==> config.mk <==
export PLATFORM = sky130hd
export DESIGN_NAME = vec_splice_pipe
export DESIGN_NICKNAME = d
export VERILOG_FILES = /design/src/rtl/vec_splice_pkg.sv /design/src/rtl/vec_splice_stage.sv /design/src/rtl/vec_splice_pipe.sv
export SDC_FILE = /design/constraint.sdc
export NUM_CORES = 1
export LEC_CHECK = 0
export CAP_MARGIN = 10
export CORE_MARGIN = 4
export CORE_UTILIZATION = 40
export CTS_BUF_LIST = sky130_fd_sc_hd__clkbuf_16
export DETAILED_ROUTE_END_ITERATION = 8
export PLACE_DENSITY = 0.75
export SLEW_MARGIN = 20
export SYNTH_ARGS = -nofsm -noshare
export SYNTH_HDL_FRONTEND = slang
export SYNTH_SLANG_ARGS = --single-unit
export TNS_END_PERCENT = 50
==> constraint.sdc <==
create_clock -name clk -period 3.48 [get_ports clk]
set_input_delay 0.696 -clock clk [delete_from_list [all_inputs] [get_ports clk]]
set_output_delay 0.696 -clock clk [all_outputs]
set_load 0.005 [all_outputs]
==> src/rtl/vec_splice_pkg.sv <==
// rtl/vec_splice_pkg.sv - shared types and constants for the vec_splice pipeline
// Ports: none (package). Provides mode_t, MODE_* encodings and STAT_W.
package vec_splice_pkg;

  // Per-beat mode. bit1 selects fill for the gap, bit0 reverses head lanes.
  typedef struct packed {
    logic fill_en;
    logic rev_en;
  } mode_t;

  localparam logic [1:0] MODE_PASS     = 2'b00;
  localparam logic [1:0] MODE_REV      = 2'b01;
  localparam logic [1:0] MODE_FILL     = 2'b10;
  localparam logic [1:0] MODE_REV_FILL = 2'b11;

  localparam int STAT_W = 32;

endpackage

==> src/rtl/vec_splice_stage.sv <==
// rtl/vec_splice_stage.sv - one valid/ready register slice of parametrised width
// Ports:
//   clk, rst_n            clock, asynchronous active-low reset
//   in_valid/in_ready     upstream handshake; in_data captured on handshake
//   out_valid/out_ready   downstream handshake; out_data is the register
// in_ready is combinational from out_ready so a full slice can drain and
// refill in the same cycle (no bubble).
module vec_splice_stage #(
  parameter int W = 8
) (
  input  logic         clk,
  input  logic         rst_n,
  input  logic         in_valid,
  output logic         in_ready,
  input  logic [W-1:0] in_data,
  output logic         out_valid,
  input  logic         out_ready,
  output logic [W-1:0] out_data
);

  assign in_ready = !out_valid || out_ready;

  always_ff @(posedge clk or negedge rst_n) begin
    if (!rst_n) begin
      out_valid <= 1'b0;
      out_data  <= '0;
    end else if (in_valid && in_ready) begin
      out_valid <= 1'b1;
      out_data  <= in_data;
    end else if (out_ready) begin
      out_valid <= 1'b0;
    end
  end

endmodule

==> src/rtl/vec_splice_pipe.sv <==
// rtl/vec_splice_pipe.sv - two-stage streaming splice of {head(A), gap, tail(B)}
// Optional statistics counters: define VEC_SPLICE_STATS_EN.
// Ports:
//   clk, rst_n                      clock, asynchronous active-low reset
//   in_valid/in_ready               input beat handshake
//   in_a, in_b                      operands (IN_LANES*LANE_W)
//   in_mode                         bit0 reverse head lanes, bit1 fill gap
//   in_fill                         gap lane value when bit1 set
//   in_last                         packet framing, travels with the beat
//   out_valid/out_ready             output beat handshake
//   out_data, out_last              spliced word and its framing bit
//   stat_clr                        synchronous clear of counters
//   stat_xfers, stat_stalls         transfer / stall counters (0 when disabled)
module vec_splice_pipe
  import vec_splice_pkg::*;
#(
  parameter int LANE_W     = 8,
  parameter int IN_LANES   = 8,
  parameter int HEAD_LANES = 4,
  parameter int TAIL_LANES = 3
) (
  input  logic                       clk,
  input  logic                       rst_n,
  input  logic                       in_valid,
  output logic                       in_ready,
  input  logic [IN_LANES*LANE_W-1:0] in_a,
  input  logic [IN_LANES*LANE_W-1:0] in_b,
  input  logic [1:0]                 in_mode,
  input  logic [LANE_W-1:0]          in_fill,
  input  logic                       in_last,
  output logic                       out_valid,
  input  logic                       out_ready,
  output logic [IN_LANES*LANE_W-1:0] out_data,
  output logic                       out_last,
  input  logic                       stat_clr,
  output logic [STAT_W-1:0]          stat_xfers,
  output logic [STAT_W-1:0]          stat_stalls
);

  localparam int GAP_LANES = IN_LANES - HEAD_LANES - TAIL_LANES;
  localparam int DW        = IN_LANES * LANE_W;
  localparam int S1W       = 2 * DW + 2 + LANE_W + 1;
  localparam int S2W       = DW + 1;

  generate
    if (GAP_LANES < 0) begin : g_bad_cfg
      $error("vec_splice_pipe: HEAD_LANES + TAIL_LANES exceeds IN_LANES");
    end
  endgenerate

  // ---------------------------------------------------------------- S1
  logic [S1W-1:0]    s1_din;
  logic [S1W-1:0]    s1_q;
  logic              s1_valid;
  logic              s2_ready;
  logic [DW-1:0]     s1_a;
  logic [DW-1:0]     s1_b;
  mode_t             s1_mode;
  logic [LANE_W-1:0] s1_fill;
  logic              s1_last;

  assign s1_din = {in_a, in_b, in_mode, in_fill, in_last};

  vec_splice_stage #(.W(S1W)) u_s1 (
    .clk       (clk),
    .rst_n     (rst_n),
    .in_valid  (in_valid),
    .in_ready  (in_ready),
    .in_data   (s1_din),
    .out_valid (s1_valid),
    .out_ready (s2_ready),
    .out_data  (s1_q)
  );

  assign {s1_a, s1_b, s1_mode, s1_fill, s1_last} = s1_q;

  // ---------------------------------------------------------------- splice
  // Built lane by lane so that GAP_LANES == 0 needs no zero-width replication.
  logic [DW-1:0]     s1_word;
  logic [LANE_W-1:0] gap_lane;

  assign gap_lane = s1_mode.fill_en ? s1_fill : '0;

  generate
    for (genvar i = 0; i < HEAD_LANES; i++) begin : g_head
      // Head lane i swaps with head lane HEAD_LANES-1-i, i.e. A lane IN_LANES-1-i.
      assign s1_word[(IN_LANES-HEAD_LANES+i)*LANE_W +: LANE_W] =
        s1_mode.rev_en ? s1_a[(IN_LANES-1-i)*LANE_W +: LANE_W]
                       : s1_a[(IN_LANES-HEAD_LANES+i)*LANE_W +: LANE_W];
    end
    for (genvar g = 0; g < GAP_LANES; g++) begin : g_gap
      assign s1_word[(TAIL_LANES+g)*LANE_W +: LANE_W] = gap_lane;
    end
    for (genvar t = 0; t < TAIL_LANES; t++) begin : g_tail
      assign s1_word[t*LANE_W +: LANE_W] = s1_b[t*LANE_W +: LANE_W];
    end
  endgenerate

  // Lanes of A/B outside head/tail are intentionally dropped.
  logic unused_operands;
  assign unused_operands = ^{s1_a, s1_b, s1_fill};

  // ---------------------------------------------------------------- S2
  logic [S2W-1:0] s2_q;

  vec_splice_stage #(.W(S2W)) u_s2 (
    .clk       (clk),
    .rst_n     (rst_n),
    .in_valid  (s1_valid),
    .in_ready  (s2_ready),
    .in_data   ({s1_word, s1_last}),
    .out_valid (out_valid),
    .out_ready (out_ready),
    .out_data  (s2_q)
  );

  assign {out_data, out_last} = s2_q;

  // ---------------------------------------------------------------- stats
`ifdef VEC_SPLICE_STATS_EN
  logic [STAT_W-1:0] xfers_q;
  logic [STAT_W-1:0] stalls_q;

  always_ff @(posedge clk or negedge rst_n) begin
    if (!rst_n) begin
      xfers_q  <= '0;
      stalls_q <= '0;
    end else if (stat_clr) begin
      xfers_q  <= '0;
      stalls_q <= '0;
    end else begin
      if (out_valid && out_ready && (xfers_q != '1)) begin
        xfers_q <= xfers_q + 1'b1;
      end
      if (out_valid && !out_ready && (stalls_q != '1)) begin
        stalls_q <= stalls_q + 1'b1;
      end
    end
  end

  assign stat_xfers  = xfers_q;
  assign stat_stalls = stalls_q;
`else
  logic unused_stat_clr;
  assign unused_stat_clr = stat_clr;
  assign stat_xfers      = '0;
  assign stat_stalls     = '0;
`endif

endmodule
Word level (Yosys, flattened, before mapping):

Cells that the tools add are included.

* bits in registers: 206
* output and inout port bits: 131

* muxes and demuxes: 9
* reduce and logical (&&, ||, !) cells: 8

Operators by type and width (number)
* $mux W8: 5
* $mux W1: 4
* $reduce_bool A2 Y1: 2
* $logic_and A1 B1 Y1: 2
* $logic_not A1 Y1: 2
* $logic_or A1 B1 Y1: 2

Longest topological paths before layout:

* depth after elaboration: 5
* depth in mapped cells: 6

Modules after synthesis:

From an unflattened synthesis, not the netlist that was laid out.

* cell total of the unflattened synthesis: 547
* area, all modules: 9436.6 um^2

By module, submodules not included
* vec_splice_stage (u_s1): instances 1, cells each 297, area each 5630.4 um^2
* vec_splice_stage (u_s2): instances 1, cells each 141, area each 2727.6 um^2
* vec_splice_pipe: instances 1, cells each 109, area each 1078.5 um^2

Worst setup path before layout:

No wires, ideal clock.

* path type: input to register
* start: in out_ready
* end: reg u_s2.out_data[10]
* slack: 1.786 ns
* cell stages on the path: 5
* path buffers: 2
* setup time: 0.125 ns
* data required time: 3.355 ns
* arrival: 1.569 ns
* path through: nand2b_1 -> buf_6 -> nand2_2 -> buf_6 -> mux2_2

* longest elaborated chain between the ends: 2

RTL lines
* start, declared: RTL line vec_splice_pipe.sv:32 `input logic out_ready,`
* $logic_or A1 B1 Y1: RTL line vec_splice_stage.sv:21 `assign in_ready = !out_valid || out_ready;`
* $logic_and A1 B1 Y1: RTL line vec_splice_stage.sv:27 `end else if (in_valid && in_ready) begin`
* end signal, assigned: RTL line vec_splice_stage.sv:29 `out_data <= in_data;`
* end, declared: RTL line vec_splice_stage.sv:18 `output logic [W-1:0] out_data`

No other way between the ends.
A chain may end at the register's enable or synchronous reset.

Worst setup path in the final report:

* start: in out_ready
* end: out in_ready

* longest elaborated chain between the ends: 2

RTL lines
* $logic_or A1 B1 Y1 (2 in a row): RTL line vec_splice_stage.sv:21
* end, declared: RTL line vec_splice_pipe.sv:25 `output logic in_ready,`

No other way between the ends.

==> flow_results.xml <==
<?xml version="1.0" encoding="UTF-8"?>
<metrics>
  <group name="status">
    <metric name="run_status" unit="">finished, final reports clean</metric>
  </group>
  <group name="finish">
    <metric name="drive_above_1_share" unit="%">23.0</metric>
    <metric name="final_design_area_no_fill" unit="sq um">7870</metric>
    <metric name="layout.cells.most_common_list" unit="">136 x sky130_fd_sc_hd__clkdlybuf4s50_1, 133 x sky130_fd_sc_hd__dfrtp_1, 64 x sky130_fd_sc_hd__a21oi_1, 64 x sky130_fd_sc_hd__conb_1, 62 x sky130_fd_sc_hd__mux2_2</metric>
    <metric name="final_util" unit="%">53.7</metric>
    <metric name="final_common_cell" unit="">sky130_fd_sc_hd__clkdlybuf4s50_1</metric>
    <metric name="layout.nets" unit="">723</metric>
    <metric name="antenna-diode-count" unit="">0</metric>
    <metric name="signed_area_change_from_the_synthesized_netlist_to_the_final_layout" unit="%">30.5</metric>
    <metric name="n_fill_cell" unit="">1229</metric>
  </group>
  <group name="sta">
    <metric name="fin_crit_sh" unit="%">73.7</metric>
    <metric name="setup_total_negative_slack" unit="ns">0</metric>
    <metric name="report.final.hold_viol_count" unit="">0</metric>
    <metric name="report.final.setup_viol" unit="">0</metric>
    <metric name="timing.slew.headroom" unit="%">34.7</metric>
    <metric name="worst_slew_pin_slew" unit="ns">0.979</metric>
    <metric name="clock_skew" unit="ns">0.00534</metric>
    <metric name="grt_setup_unrepaired" unit="">false</metric>
    <metric name="final-max-slew-violation-count" unit="">0</metric>
    <metric name="timing.fmax" unit="MHz">390</metric>
    <metric name="finalCriticalPeriod" unit="ns">2.56</metric>
  </group>
  <group name="floorplanning">
    <metric name="floorplan.rows" unit="">44</metric>
    <metric name="die-area" unit="sq um">17100</metric>
    <metric name="num_io_pins" unit="">275</metric>
    <metric name="die_w" unit="um">131</metric>
    <metric name="coreArea" unit="sq um">14600</metric>
    <metric name="floorplan.die.height" unit="um">131</metric>
    <metric name="initial_core_util" unit="%">41.2</metric>
  </group>
  <group name="worst_setup_path">
    <metric name="max_stage_delay" unit="ns">0.54</metric>
    <metric name="critical_path_buf_inv_count" unit="">2</metric>
    <metric name="worst_path_dominant_cell_family" unit="">buffers and inverters</metric>
    <metric name="worstPathRequired" unit="ns">2.78</metric>
    <metric name="critical_path_cell_count" unit="">3</metric>
    <metric name="critical_path_peak_fanout" unit="">3</metric>
    <metric name="timing.rr.end" unit="">u_s1.out_data[131]</metric>
    <metric name="ff2ff_setup_slack" unit="ns">1.44</metric>
    <metric name="crit_arrival" unit="ns">1.87</metric>
    <metric name="cp_common_cell" unit="">sky130_fd_sc_hd__clkdlybuf4s50_1</metric>
    <metric name="critPathSlowestCell" unit="">sky130_fd_sc_hd__clkdlybuf4s50_1</metric>
    <metric name="worst_r2r_startpoint" unit="">u_s1.out_valid</metric>
    <metric name="critPathLaunchType" unit="">primary input</metric>
    <metric name="setup.worst_path.class" unit="">primary input to output port</metric>
    <metric name="rr_worst_depth" unit="">5</metric>
    <metric name="timing.critical_path.cells" unit="">clkdlybuf4s50_1 &gt; nand3b_4 &gt; clkdlybuf4s50_1</metric>
    <metric name="end_kind" unit="">output port</metric>
  </group>
  <group name="cts">
    <metric name="ctsHtreeMaxLevel" unit="">4</metric>
    <metric name="cts_root_cell" unit="">sky130_fd_sc_hd__clkbuf_16</metric>
    <metric name="cts_buffers" unit="">17</metric>
    <metric name="cts-resized-gates" unit="">0</metric>
    <metric name="clkSlewWorstSetupHoldPaths" unit="ns">0.06</metric>
    <metric name="hold_buffers" unit="">0</metric>
    <metric name="tritoncts_clock_tree" unit="">done</metric>
    <metric name="insertion_delay" unit="ns">0.42</metric>
    <metric name="cts.repair_timing.setup_buffer_count" unit="">0</metric>
    <metric name="clock_sinks" unit="">134</metric>
    <metric name="clk_path_buf_depth" unit="">2</metric>
  </group>
  <group name="synthesis">
    <metric name="cell_variety_after_synth" unit="">18</metric>
    <metric name="number_of_instances_in_the_synthesized_netlist" unit="">445</metric>
    <metric name="synth_area" unit="sq um">6030</metric>
    <metric name="yosys_warnings" unit="">0</metric>
    <metric name="seq_area_frac_synth" unit="%">55.6</metric>
    <metric name="syn-mean-instance-area" unit="sq um">13.5</metric>
    <metric name="ys_seq_elements" unit="">134</metric>
  </group>
  <group name="place">
    <metric name="routabilityCongestion" unit="">0.787</metric>
    <metric name="dpl.hpwl" unit="um">8740</metric>
    <metric name="placedInstanceArea" unit="sq um">7260</metric>
    <metric name="io_buffers" unit="">137</metric>
  </group>
  <group name="hold_path">
    <metric name="holdCritPathClass" unit="">primary input to asynchronous set/reset pin</metric>
  </group>
  <group name="run">
    <metric name="cap_viol_max_count" unit="">0</metric>
  </group>
  <group name="power_and_ir_drop">
    <metric name="share_comb_of_total_power" unit="%">21.8</metric>
    <metric name="power" unit="uW">4990</metric>
    <metric name="clock_power_share" unit="%">36.3</metric>
    <metric name="ir_drop" unit="mV">0.361</metric>
    <metric name="net-switching-power" unit="uW">1290</metric>
    <metric name="leakage_power_figure" unit="uW">0.00352</metric>
    <metric name="switching_share" unit="%">25.8</metric>
    <metric name="intPower" unit="uW">3710</metric>
    <metric name="power.density" unit="nW/um^2">635</metric>
    <metric name="seq_power_share" unit="%">41.9</metric>
  </group>
  <group name="drt">
    <metric name="routed_wirelength" unit="um">12900</metric>
    <metric name="drt.antenna.violating_nets" unit="">0</metric>
    <metric name="routedWlPerCell" unit="um">16.6</metric>
    <metric name="drt_iter0_drc" unit="">134</metric>
    <metric name="drc" unit="">0</metric>
    <metric name="num_vias" unit="">3696</metric>
    <metric name="detailedRoute.firstPassIterationCount" unit="">4</metric>
    <metric name="viasPerCell" unit="">4.76</metric>
  </group>
  <group name="grt">
    <metric name="grt_overflow" unit="">0</metric>
    <metric name="grt_antenna_before_repair" unit="">0</metric>
    <metric name="pin_count_of_the_biggest_net_entering_global_routing" unit="">62</metric>
    <metric name="grt_first_pass_wirelength" unit="um">20400</metric>
    <metric name="grt_pass1_vias" unit="">3837</metric>
    <metric name="grt_resource_usage_total" unit="%">15.6</metric>
  </group>
</metrics>
registers in the layout (all words and copies together), names as in the netlist:
name and cells:
u_s1.out_data 67, u_s2.out_data 65, u_s1.out_valid 1, u_s2.out_valid 1
Yosys cell counts (all sizes together):
master | count | area share [%]
clkbuf | 6 | 0.37
buf | 85 | 11
mux2i | 40 | 6.6
nand3b | 1 | 0.33
and2 | 1 | 0.15
conb | 1 | 0.062
mux2 | 92 | 19
nand2b | 3 | 0.31
dfrtp | 134 | 56
a21oi | 64 | 5.3
inv | 8 | 0.50
nand2 | 10 | 0.71
power by group through the flow:
stage | Combinational, uW | Clock (uW) | Sequential, uW
finish | 1090 | 1820 | 2090
global route | 1190 | 1930 | 2130
CTS | 1110 | 1860 | 2090
detailed placement | 1100 | 0 | 2120
global placement | 1080 | 0 | 2090
floorplan | 572 | 0 | 2060
metrics by stage:
stage	instances	setup WS [ns]	hold slack, ns
6_report	776	0.916	0.256
5_1_grt	776	0.862	0.276
4_1_cts	776	0.912	0.253
3_5_place_dp	744	0.789	0.494
3_3_place_gp	744	0.891	0.483
2_1_floorplan	508	1.79	0.400
how the worst max path moves through the flow:
stage                   start                end  slack, ns
CTS                 out_ready           in_ready       0.91
global route        out_ready           in_ready       0.86
floorplan           out_ready  u_s2.out_data[10]       1.79
finish              out_ready           in_ready       0.92
detailed placement  out_ready  u_s2.out_data[26]       0.79
global placement    out_ready  u_s2.out_data[31]       0.89
layout make-up:
cell class	count	area, sq um	share of cell area (%)
well taps	184	230	2.93
clock inverters	15	181	2.31
clock buffers	17	425	5.41
inverters	8	30.0	0.382
repair buffers	143	1440	18.3
flip-flops and latches	134	3350	42.7
multi-input cells	275	2200	28.0
worst register-to-register path, stage by stage, from the launching register on:
cell,delay [ns]
sky130_fd_sc_hd__dfrtp_1,0.32
sky130_fd_sc_hd__buf_4,0.38
sky130_fd_sc_hd__nand3b_4,0.17
sky130_fd_sc_hd__nand2_4,0.32
sky130_fd_sc_hd__buf_4,0.38
sky130_fd_sc_hd__mux2_2,0.37
routing by layer:
metal	vias up	global-route usage, %	wire, um
li1	1682	-	-
met1	1830	17.9	5200
met2	171	25.3	6060
met3	13	8.46	1490
met4	0	4.36	127
met5	-	0	0
logic make-up after synthesis:
logic type | synth area share [%]
AO/OA/AOI/OAI | 5.31
buffers and inverters | 11.8
flip-flops | 55.6
multiplexers | 25.7
other | 0.0622
AND/OR/NAND/NOR | 1.49
Power figures use the tool's default switching activity.
